### config.mk
export PLATFORM = sky130hd
export DESIGN_NAME = pipeline_ctrl
export DESIGN_NICKNAME = d
export VERILOG_FILES = /design/src/rtl/pipeline_ctrl.sv
export SDC_FILE = /design/constraint.sdc
export NUM_CORES = 1
export LEC_CHECK = 0
export CAP_MARGIN = 0
export CORE_AREA = 2 2 43 45
export DETAILED_ROUTE_END_ITERATION = 10
export DIE_AREA = 0 0 45 47
export GPL_TIMING_DRIVEN = 0
export PLACE_DENSITY = 0.71
export SLEW_MARGIN = 20
export SYNTH_ARGS = -nofsm -noshare
export SYNTH_HDL_FRONTEND = slang
export SYNTH_SLANG_ARGS = --single-unit
### constraint.sdc
create_clock -name clk -period 2.05 [get_ports clk]
set_input_delay 0.41 -clock clk [delete_from_list [all_inputs] [get_ports clk]]
set_output_delay 0.41 -clock clk [all_outputs]
set_load 0.1 [all_outputs]
### src/rtl/pipeline_ctrl.sv
// rtl/pipeline_ctrl.sv - F/D/E/M/W pipeline sequencer: stage enables, bubbles, PC select, interrupt entry
//
// Purpose: merges load-use stall, data-memory busy, EX branch-taken and the
// external interrupt into per-stage register enables, bubble controls and the
// PC source select. Sequences the reset-vector load and the interrupt entry
// (drain, push PC, push flags, jump to vector).
//
// Ports:
//   clk, rst_n                 clock (rising edge), async active-low reset
//   stallD, mem_busy           load-use stall request, data memory not ready
//   br_taken, intr             branch taken in EX, interrupt request (level)
//   en_f..en_w                 stage register enables
//   flush_d, flush_e           load bubble into D / E register
//   pc_sel[1:0]                00 PC+1, 01 branch, 10 interrupt vector, 11 reset vector
//   push_pc, push_flags        M stage stack pushes
//   intr_ack                   one-cycle pulse when the interrupt vector is taken
module pipeline_ctrl #(
  parameter int RST_CYCLES   = 2,
  parameter int DRAIN_CYCLES = 3
) (
  input  logic       clk,
  input  logic       rst_n,
  input  logic       stallD,
  input  logic       mem_busy,
  input  logic       br_taken,
  input  logic       intr,
  output logic       en_f,
  output logic       en_d,
  output logic       en_e,
  output logic       en_m,
  output logic       en_w,
  output logic       flush_d,
  output logic       flush_e,
  output logic [1:0] pc_sel,
  output logic       push_pc,
  output logic       push_flags,
  output logic       intr_ack
);

  localparam logic [2:0] RST_LAST   = 3'(RST_CYCLES - 1);
  localparam logic [2:0] DRAIN_LAST = 3'(DRAIN_CYCLES - 1);

  typedef enum logic [2:0] {
    S_RST_LD,
    S_RUN,
    S_I_DRAIN,
    S_I_PC,
    S_I_FLAGS,
    S_I_JUMP
  } state_t;

  state_t     r_state;
  state_t     w_state_nxt;
  logic [2:0] r_cnt;
  logic [2:0] w_cnt_nxt;
  logic       r_intr_pend;
  logic       w_intr_pend_nxt;
  logic [4:0] w_en;  // {F, D, E, M, W}

  assign {en_f, en_d, en_e, en_m, en_w} = w_en;

  always_ff @(posedge clk or negedge rst_n) begin
    if (!rst_n) begin
      r_state     <= S_RST_LD;
      r_cnt       <= 3'd0;
      r_intr_pend <= 1'b0;
    end else begin
      r_state     <= w_state_nxt;
      r_cnt       <= w_cnt_nxt;
      r_intr_pend <= w_intr_pend_nxt;
    end
  end

  always_comb begin
    w_state_nxt     = r_state;
    w_cnt_nxt       = r_cnt;
    w_intr_pend_nxt = r_intr_pend | intr;
    w_en            = 5'b00000;
    flush_d         = 1'b0;
    flush_e         = 1'b0;
    pc_sel          = 2'b00;
    push_pc         = 1'b0;
    push_flags      = 1'b0;
    intr_ack        = 1'b0;

    case (r_state)
      S_RST_LD: begin
        // Only F is clocked so the reset vector lands in PC; mem_busy has no say.
        w_en    = 5'b10000;
        flush_d = 1'b1;
        flush_e = 1'b1;
        pc_sel  = 2'b11;
        if (r_cnt == RST_LAST) begin
          w_state_nxt = S_RUN;
          w_cnt_nxt   = 3'd0;
        end else begin
          w_cnt_nxt = r_cnt + 3'd1;
        end
      end

      S_RUN: begin
        if (mem_busy) begin
          // freeze the whole pipe, nothing else decided this cycle
        end else if (br_taken) begin
          // stallD comes from a wrong-path instruction, so it is dropped
          w_en    = 5'b11111;
          flush_d = 1'b1;
          flush_e = 1'b1;
          pc_sel  = 2'b01;
        end else if (stallD) begin
          w_en    = 5'b00111;
          flush_e = 1'b1;
        end else begin
          w_en = 5'b11111;
          if (r_intr_pend || intr) begin
            w_state_nxt = S_I_DRAIN;
            w_cnt_nxt   = 3'd0;
          end
        end
      end

      S_I_DRAIN: begin
        if (!mem_busy) begin
          w_en    = 5'b01111;
          flush_d = 1'b1;
          if (r_cnt == DRAIN_LAST) begin
            w_state_nxt = S_I_PC;
            w_cnt_nxt   = 3'd0;
          end else begin
            w_cnt_nxt = r_cnt + 3'd1;
          end
        end
      end

      S_I_PC: begin
        if (!mem_busy) begin
          w_en        = 5'b01111;
          flush_d     = 1'b1;
          push_pc     = 1'b1;
          w_state_nxt = S_I_FLAGS;
        end
      end

      S_I_FLAGS: begin
        if (!mem_busy) begin
          w_en        = 5'b01111;
          flush_d     = 1'b1;
          push_flags  = 1'b1;
          w_state_nxt = S_I_JUMP;
        end
      end

      S_I_JUMP: begin
        if (!mem_busy) begin
          w_en            = 5'b11111;
          flush_d         = 1'b1;
          pc_sel          = 2'b10;
          intr_ack        = 1'b1;
          w_intr_pend_nxt = 1'b0;
          w_state_nxt     = S_RUN;
        end
      end

      default: begin
        w_state_nxt = S_RST_LD;
        w_cnt_nxt   = 3'd0;
      end
    endcase

    // While reset is held the registers already sit in RST_LD; mask en_f so
    // the outputs show the reset values rather than the RST_LD values.
    if (!rst_n) begin
      w_en       = 5'b00000;
      flush_d    = 1'b1;
      flush_e    = 1'b1;
      pc_sel     = 2'b11;
      push_pc    = 1'b0;
      push_flags = 1'b0;
      intr_ack   = 1'b0;
    end
  end

endmodule

==> flow_summary.ini, run 1 <==
[status]
result_of_the_run = complete, no violations

[clock_tree]
clock-sinks = 7
clock_insertion_delay_worst_skew_ps = 250
cts.htree.levels = 1
worst_setup_hold_path_clk_slew_ps = 50
clock-root-buffer = clkbuf_4
tritoncts_clock_tree = built
maximum_root_to_sink_buffer_count = 2
cts_buffers = 3

[timing]
fmax_ghz = 0.5017
timing.slew.headroom = 0.7856
fin_ws_ps = 56.59
finalMaxSlewViolations = 0
setup_violations = 0
worst-slew-pin-transition_ps = 321.3
hold_violations = 0
final.period_utilization = 0.9724
final_critical_path_time_including_i_o_delays_and_setup_ps = 1993
setup_repair_after_global_routing_missed_its_margin = no
fin_skew_ps = 1.677

[route]
vias = 661
detail_route.iter0.violations = 11
detail_route.wl_per_cell_um = 13.70
first_pass_iters = 4
drc_errors = 0
final_antenna_net_count = 0
wirelength_mm = 1.617
drt-vias-per-instance = 5.602

[floorplan]
core_area_um2 = 1652
initial_core_utilization = 0.3523
rows = 15
die_w_um = 45
die_h_um = 47
fp.dieArea_um2 = 2115
num_io_pins = 18

[yosys]
syn_area_um2 = 581.8
post-synth-top-area-fraction = 0.3011
synth_sequential_area_ratio = 0.3011
synthDistinctLibCells = 29
synth-compound-area-share = 0.3312
synth.most_common_cell = nor2_1
ys_seq_elements = 7
syn_area_per_cell_um2 = 7.273
synth_top_area_cell = dfrtp_1
synth_warnings = 0
synthArstFlopShare = 1.000
post_synth_inst_count = 80
synth_top_family_by_area = compound AO/OA/AOI/OAI gates
synth_top_flop_cell = dfrtp_1
synth.net_count = 86
synth-simple-area-share = 0.2538
post_synth_edffs = 0
post_synth_mux_area_share = 0.01720
synth.cells.most_frequent = nor2_1 (10), a21oi_1 (9), nand2_1 (8)
yosys.area_share.xor_xnor = 0
synth_area_in_adders = 0
yosys-top-cells-area = dfrtp_1 (30%), a21oi_1 (7.7%), nor2_1 (6.5%)

[power]
power_leakage_nw = 0.4265
pwr_density_nw_per_um2 = 1732
total_power_mw = 1.667
vdd_ir_drop_max_v = 0.0008625

[placed_design]
detailedPlace.worstSlack_ps = -1418
place.port_buffers = 17
post-dp-hpwl_mm = 1.176
numPlacedInstances = 114
gp_routability_congestion = 0.8603

[worst_setup_path]
setup_crit_start = r_state[0]
setup.worst_path.end_class = output pin
worst-path-max-fanout = 10
worstSetupStartpointType = flop
reg2regPathDepth = 4
r2r_start = r_state[1]
crit_required_ps = 1640
worst_r2r_endpoint = r_cnt[0]
criticalPathCategory = flop to output pin
critical_path_sink = en_d
reg2reg_setup_slack_ps = 780
critical_path_arrival_ps = 1580

[grt]
grt-ovfl-total = 0
grt_start_max_net_pins = 14
via_count_of_the_first_global_routing_pass = 580
antenna_found_initial = 0
grt_first_pass_wirelength_mm = 2.504
gr-usage-all-layers = 0.1641

[layout]
final_core_util = 0.5826
antenna_cells = 0
layout-area-overhead-vs-synth_pct = 65.38
post_layout_nonfiller_instances = 118
drive_above_1_share = 0.3762
design.final.nets = 108

[job]
maxCapViolations = 0

[min_path]
worstHoldPathType = input pin to asynchronous set/reset pin
[state kept, by name (all words and copies together) (netlist names)]
register and cells:
r_cnt 3, r_intr_pend 1, r_state 3
[cell usage in the layout, fill, tap and decap left out, types with 2 or more instances in the layout]
| master | instances |
|---|---|
| buf_4 | 2 |
| nor2_2 | 3 |
| nand2_1 | 6 |
| o22ai_1 | 2 |
| inv_1 | 6 |
| nor2_1 | 7 |
| buf_6 | 6 |
| dfrtp_1 | 6 |
| nand2b_1 | 2 |
| a21oi_1 | 6 |
| o211ai_1 | 3 |
| o21ai_0 | 6 |
| clkbuf_4 | 4 |
| dlymetal6s2s_1 | 2 |
| a21oi_2 | 2 |
| buf_12 | 6 |
| buf_8 | 2 |
| buf_2 | 2 |
| nand2_2 | 2 |
[cell type report]
class                      instances  area, µm²
timing repair buffer              17      222.7
sequential                         7      176.4
fill                             165      689.4
buffer                             6      71.32
clock buffer                       4      26.28
tap                               17      21.27
inverter                           6      22.52
multi-input combinational         61      421.7
[through the flow]
stage	area, µm²	TNS, ps	hold WS, ps
after floorplan	666.9	-366.1	114.4
after global placement	858.3	-13750	543.6
after detailed placement	858.3	-13820	545.4
after CTS	943.4	0	134.0
after global routing	962.2	0	53.24
final	962.2	0	27.75
[how the worst min path moves through the flow]
stage / end / cells after the start
final: r_state[0] / 1
after global routing: r_cnt[1] / 1
after CTS: r_cnt[1] / 1
after detailed placement: r_intr_pend / 2
after global placement: r_intr_pend / 2
after floorplan: r_cnt[0] / 0
[cells by family after synthesis]
kind of cell / Yosys count
AOI/OAI and AO/OA: 30
buffers and inverters: 12
DFF: 7
muxes: 1
and+or+nand+nor: 30
[metal layers]
metal | GRT usage | part of all wire | up-vias
li1 | - | - | 327
met1 | 0.2168 | 0.46 | 319
met2 | 0.2743 | 0.50 | 13
met3 | 0.01538 | 0.033 | 2
met4 | 0.07059 | 0.0068 | 0
met5 | 0 | 0 | -
[timing repair]
action                     in CTS  in global routing
hold buffers                    0                  0
setup endpoints to repair      12                  9
gates resized for setup        99                 12
cloned                          0                  0
setup buffers                   0                  0
pin swaps                       1                  0
[critical path, stage by stage (launching register included)]
cell and delay [ps]:
dfrtp_1 380, buf_2 250, inv_1 130, a21o_1 180, a21oi_2 150, buf_6 240
[where the power goes]
part | switching (mW) | total [mW] | internal (mW)
Sequential | 0.0762 | 0.276 | 0.200
Combinational | 0.848 | 1.27 | 0.417
Clock | 0.0515 | 0.126 | 0.0743
Total | 0.975 | 1.67 | 0.691
Power figures use the tool's default switching activity.
==> inputs of run 2 (changes only) <==
PLACE_DENSITY = 0.73   (was 0.71)
clock period = 1.73 ns   (was 2.05 ns; I/O delays follow)
==> flow_summary.ini, run 2 (synthesized netlist as in run 1, its figures left out) <==
[status]
result_of_the_run = finished, violations left
failed_checks = setup timing

[min_path]
holdCritStartpoint = r_intr_pend
hold_end = r_intr_pend
worstHoldPathType = flop to flop
hold-path-cell-count = 2

[grt]
via_count_of_the_first_global_routing_pass = 745
grt-ovfl-total = 0
antenna_found_initial = 0
grt_start_max_net_pins = 9
grt_first_pass_wirelength_mm = 3.298
gr-usage-all-layers = 0.2153

[worst_setup_path]
criticalPathCategory = flop to output pin
r2r_start = r_state[2]
reg2regPathDepth = 6
cp_cell_sequence = buf_8, nand2_4, nand2_4, a21oi_4, buf_12, buf_12
worst-path-max-fanout = 4
worst_r2r_endpoint = r_cnt[2]
cp_top_family = buffers and inverters
setup.worst_path.end_class = output pin
cpMaxStageDelayCell = dfrtp_2
crit_required_ps = 1380
worstSetupStartpointType = flop
worstPathBufferInverterCount = 3
reg2reg_setup_slack_ps = 280
critical_path_arrival_ps = 1480
timing.critical_path.slowest_cell_delay_ps = 450

[timing]
setup_violations = 10
fin_skew_ps = 1.285
finalMaxSlewViolations = 0
timing.slew.headroom = 0.7661
fin_ws_ps = -92.32
final_critical_path_time_including_i_o_delays_and_setup_ps = 1822
fmax_ghz = 0.5488
finalHoldWorstSlack_ps = 609.3
setup_repair_after_global_routing_missed_its_margin = yes
worst-slew-pin-transition_ps = 346.3
hold_violations = 0
final.period_utilization = 1.053
setup_tns_ps = -463.9

[floorplan]
rows = 15
die_w_um = 45
initial_core_utilization = 0.3523
fp.dieArea_um2 = 2115
core_area_um2 = 1652
num_io_pins = 18
die_h_um = 47

[clock_tree]
cts_buffers = 3
tritoncts_clock_tree = built
worst_setup_hold_path_clk_slew_ps = 50
clock_insertion_delay_worst_skew_ps = 240
maximum_root_to_sink_buffer_count = 2
clock-sinks = 7
cts.htree.levels = 1
clock-root-buffer = clkbuf_4

[power]
power_leakage_nw = 0.5680
total_power_mw = 2.721
pwr_density_nw_per_um2 = 2044
vdd_ir_drop_max_v = 0.001281

[placed_design]
detailedPlace.worstSlack_ps = -1716
post-dp-hpwl_mm = 1.161
gp_routability_congestion = 0.9029
placedInstanceArea_um2 = 909.6
place.port_buffers = 17
numPlacedInstances = 114

[layout]
post_layout_nonfiller_instances = 140
reg_area_um2 = 177.7
antenna_cells = 0
layout-area-overhead-vs-synth_pct = 128.8
layout.cells.most_common = buf_4
drive_above_1_share = 0.5935
layout_top_registers = r_cnt x3, r_state x3, r_intr_pend x1
num-fill-cells = 93
leading_cell_types_in_the_layout_fill_and_taps_excluded = buf_4 (17), buf_12 (15), buf_6 (6), o21ai_0 (6)
final_core_util = 0.8061
design.final.nets = 130
finish.instance_area_um2 = 1331
multiInputGateArea_um2 = 505.5

[route]
drt-vias-per-instance = 5.786
detail_route.wl_per_cell_um = 16.16
detail_route.iter0.violations = 20
final_antenna_net_count = 0
first_pass_iters = 4
vias = 810
drc_errors = 0
wirelength_mm = 2.263

[job]
maxCapViolations = 0
[run 2: cell types whose count changed in the layout (fill, tap and decap cells not counted), sizes merged]
cell and delta:
inv -1, dlygate4sd3 +1, buf +22, dlymetal6s2s -2, clkdlybuf4s15 +2, clkinvlp +1
clkbuf -1
[run 2: layout make-up]
| type | instances | share of cell area |
|---|---|---|
| multi-input combinational | 61 | 0.3797 |
| timing repair buffer | 39 | 0.3618 |
| sequential | 7 | 0.1335 |
| buffer | 6 | 0.06955 |
| clock buffer | 4 | 0.01974 |
| inverter | 6 | 0.01974 |
| tap | 17 | 0.01598 |
[run 2: power by group]
group	switching, mW	total (mW)	internal, mW	leakage (nW)
registers	0.0949	0.334	0.239	0.0833
clock network	0.0511	0.139	0.0874	0.0150
logic	1.26	2.25	0.989	0.470
total	1.41	2.72	1.32	0.568
[run 2: routing by layer]
layer / share of wire / GRT usage / wire (µm) / vias to the layer above
met4: 0.020 / 0.1059 / 46 / 0
met5: 0 / 0 / 0 / -
met2: 0.53 / 0.3600 / 1204 / 35
met3: 0.043 / 0.03077 / 98 / 6
li1: - / - / - / 376
met1: 0.40 / 0.2729 / 913 / 393
[run 2: worst max-delay path by stage]
stage          depth (start not counted)   end  slack [ps]  startpoint
4_1_cts                                6  en_w        -120  r_state[2]
2_1_floorplan                          5  en_m        -200  r_state[2]
6_report                               6  en_w         -90  r_state[2]
3_3_place_gp                           6  en_m       -1720       rst_n
3_5_place_dp                           6  en_m       -1720       rst_n
5_1_grt                                5  en_w        -140  r_state[2]
[run 2: timing repair]
| action | 4_1_cts | 5_1_grt |
|---|---|---|
| setup endpoints to repair | 12 | 12 |
| gates cloned | 0 | 0 |
| hold endpoints to repair | 7 | 0 |
| pin swaps | 6 | 11 |
| hold buffers | 1 | 0 |
| setup buffers | 14 | 8 |
| gates resized for setup | 129 | 17 |
[run 2: worst register-to-register path, delay by kind of cell (launching register included)]
kind / cells / cell delay, ps
flops: 1 / 450
compound gates: 2 / 310
buf+inv: 2 / 300
simple gates: 2 / 260
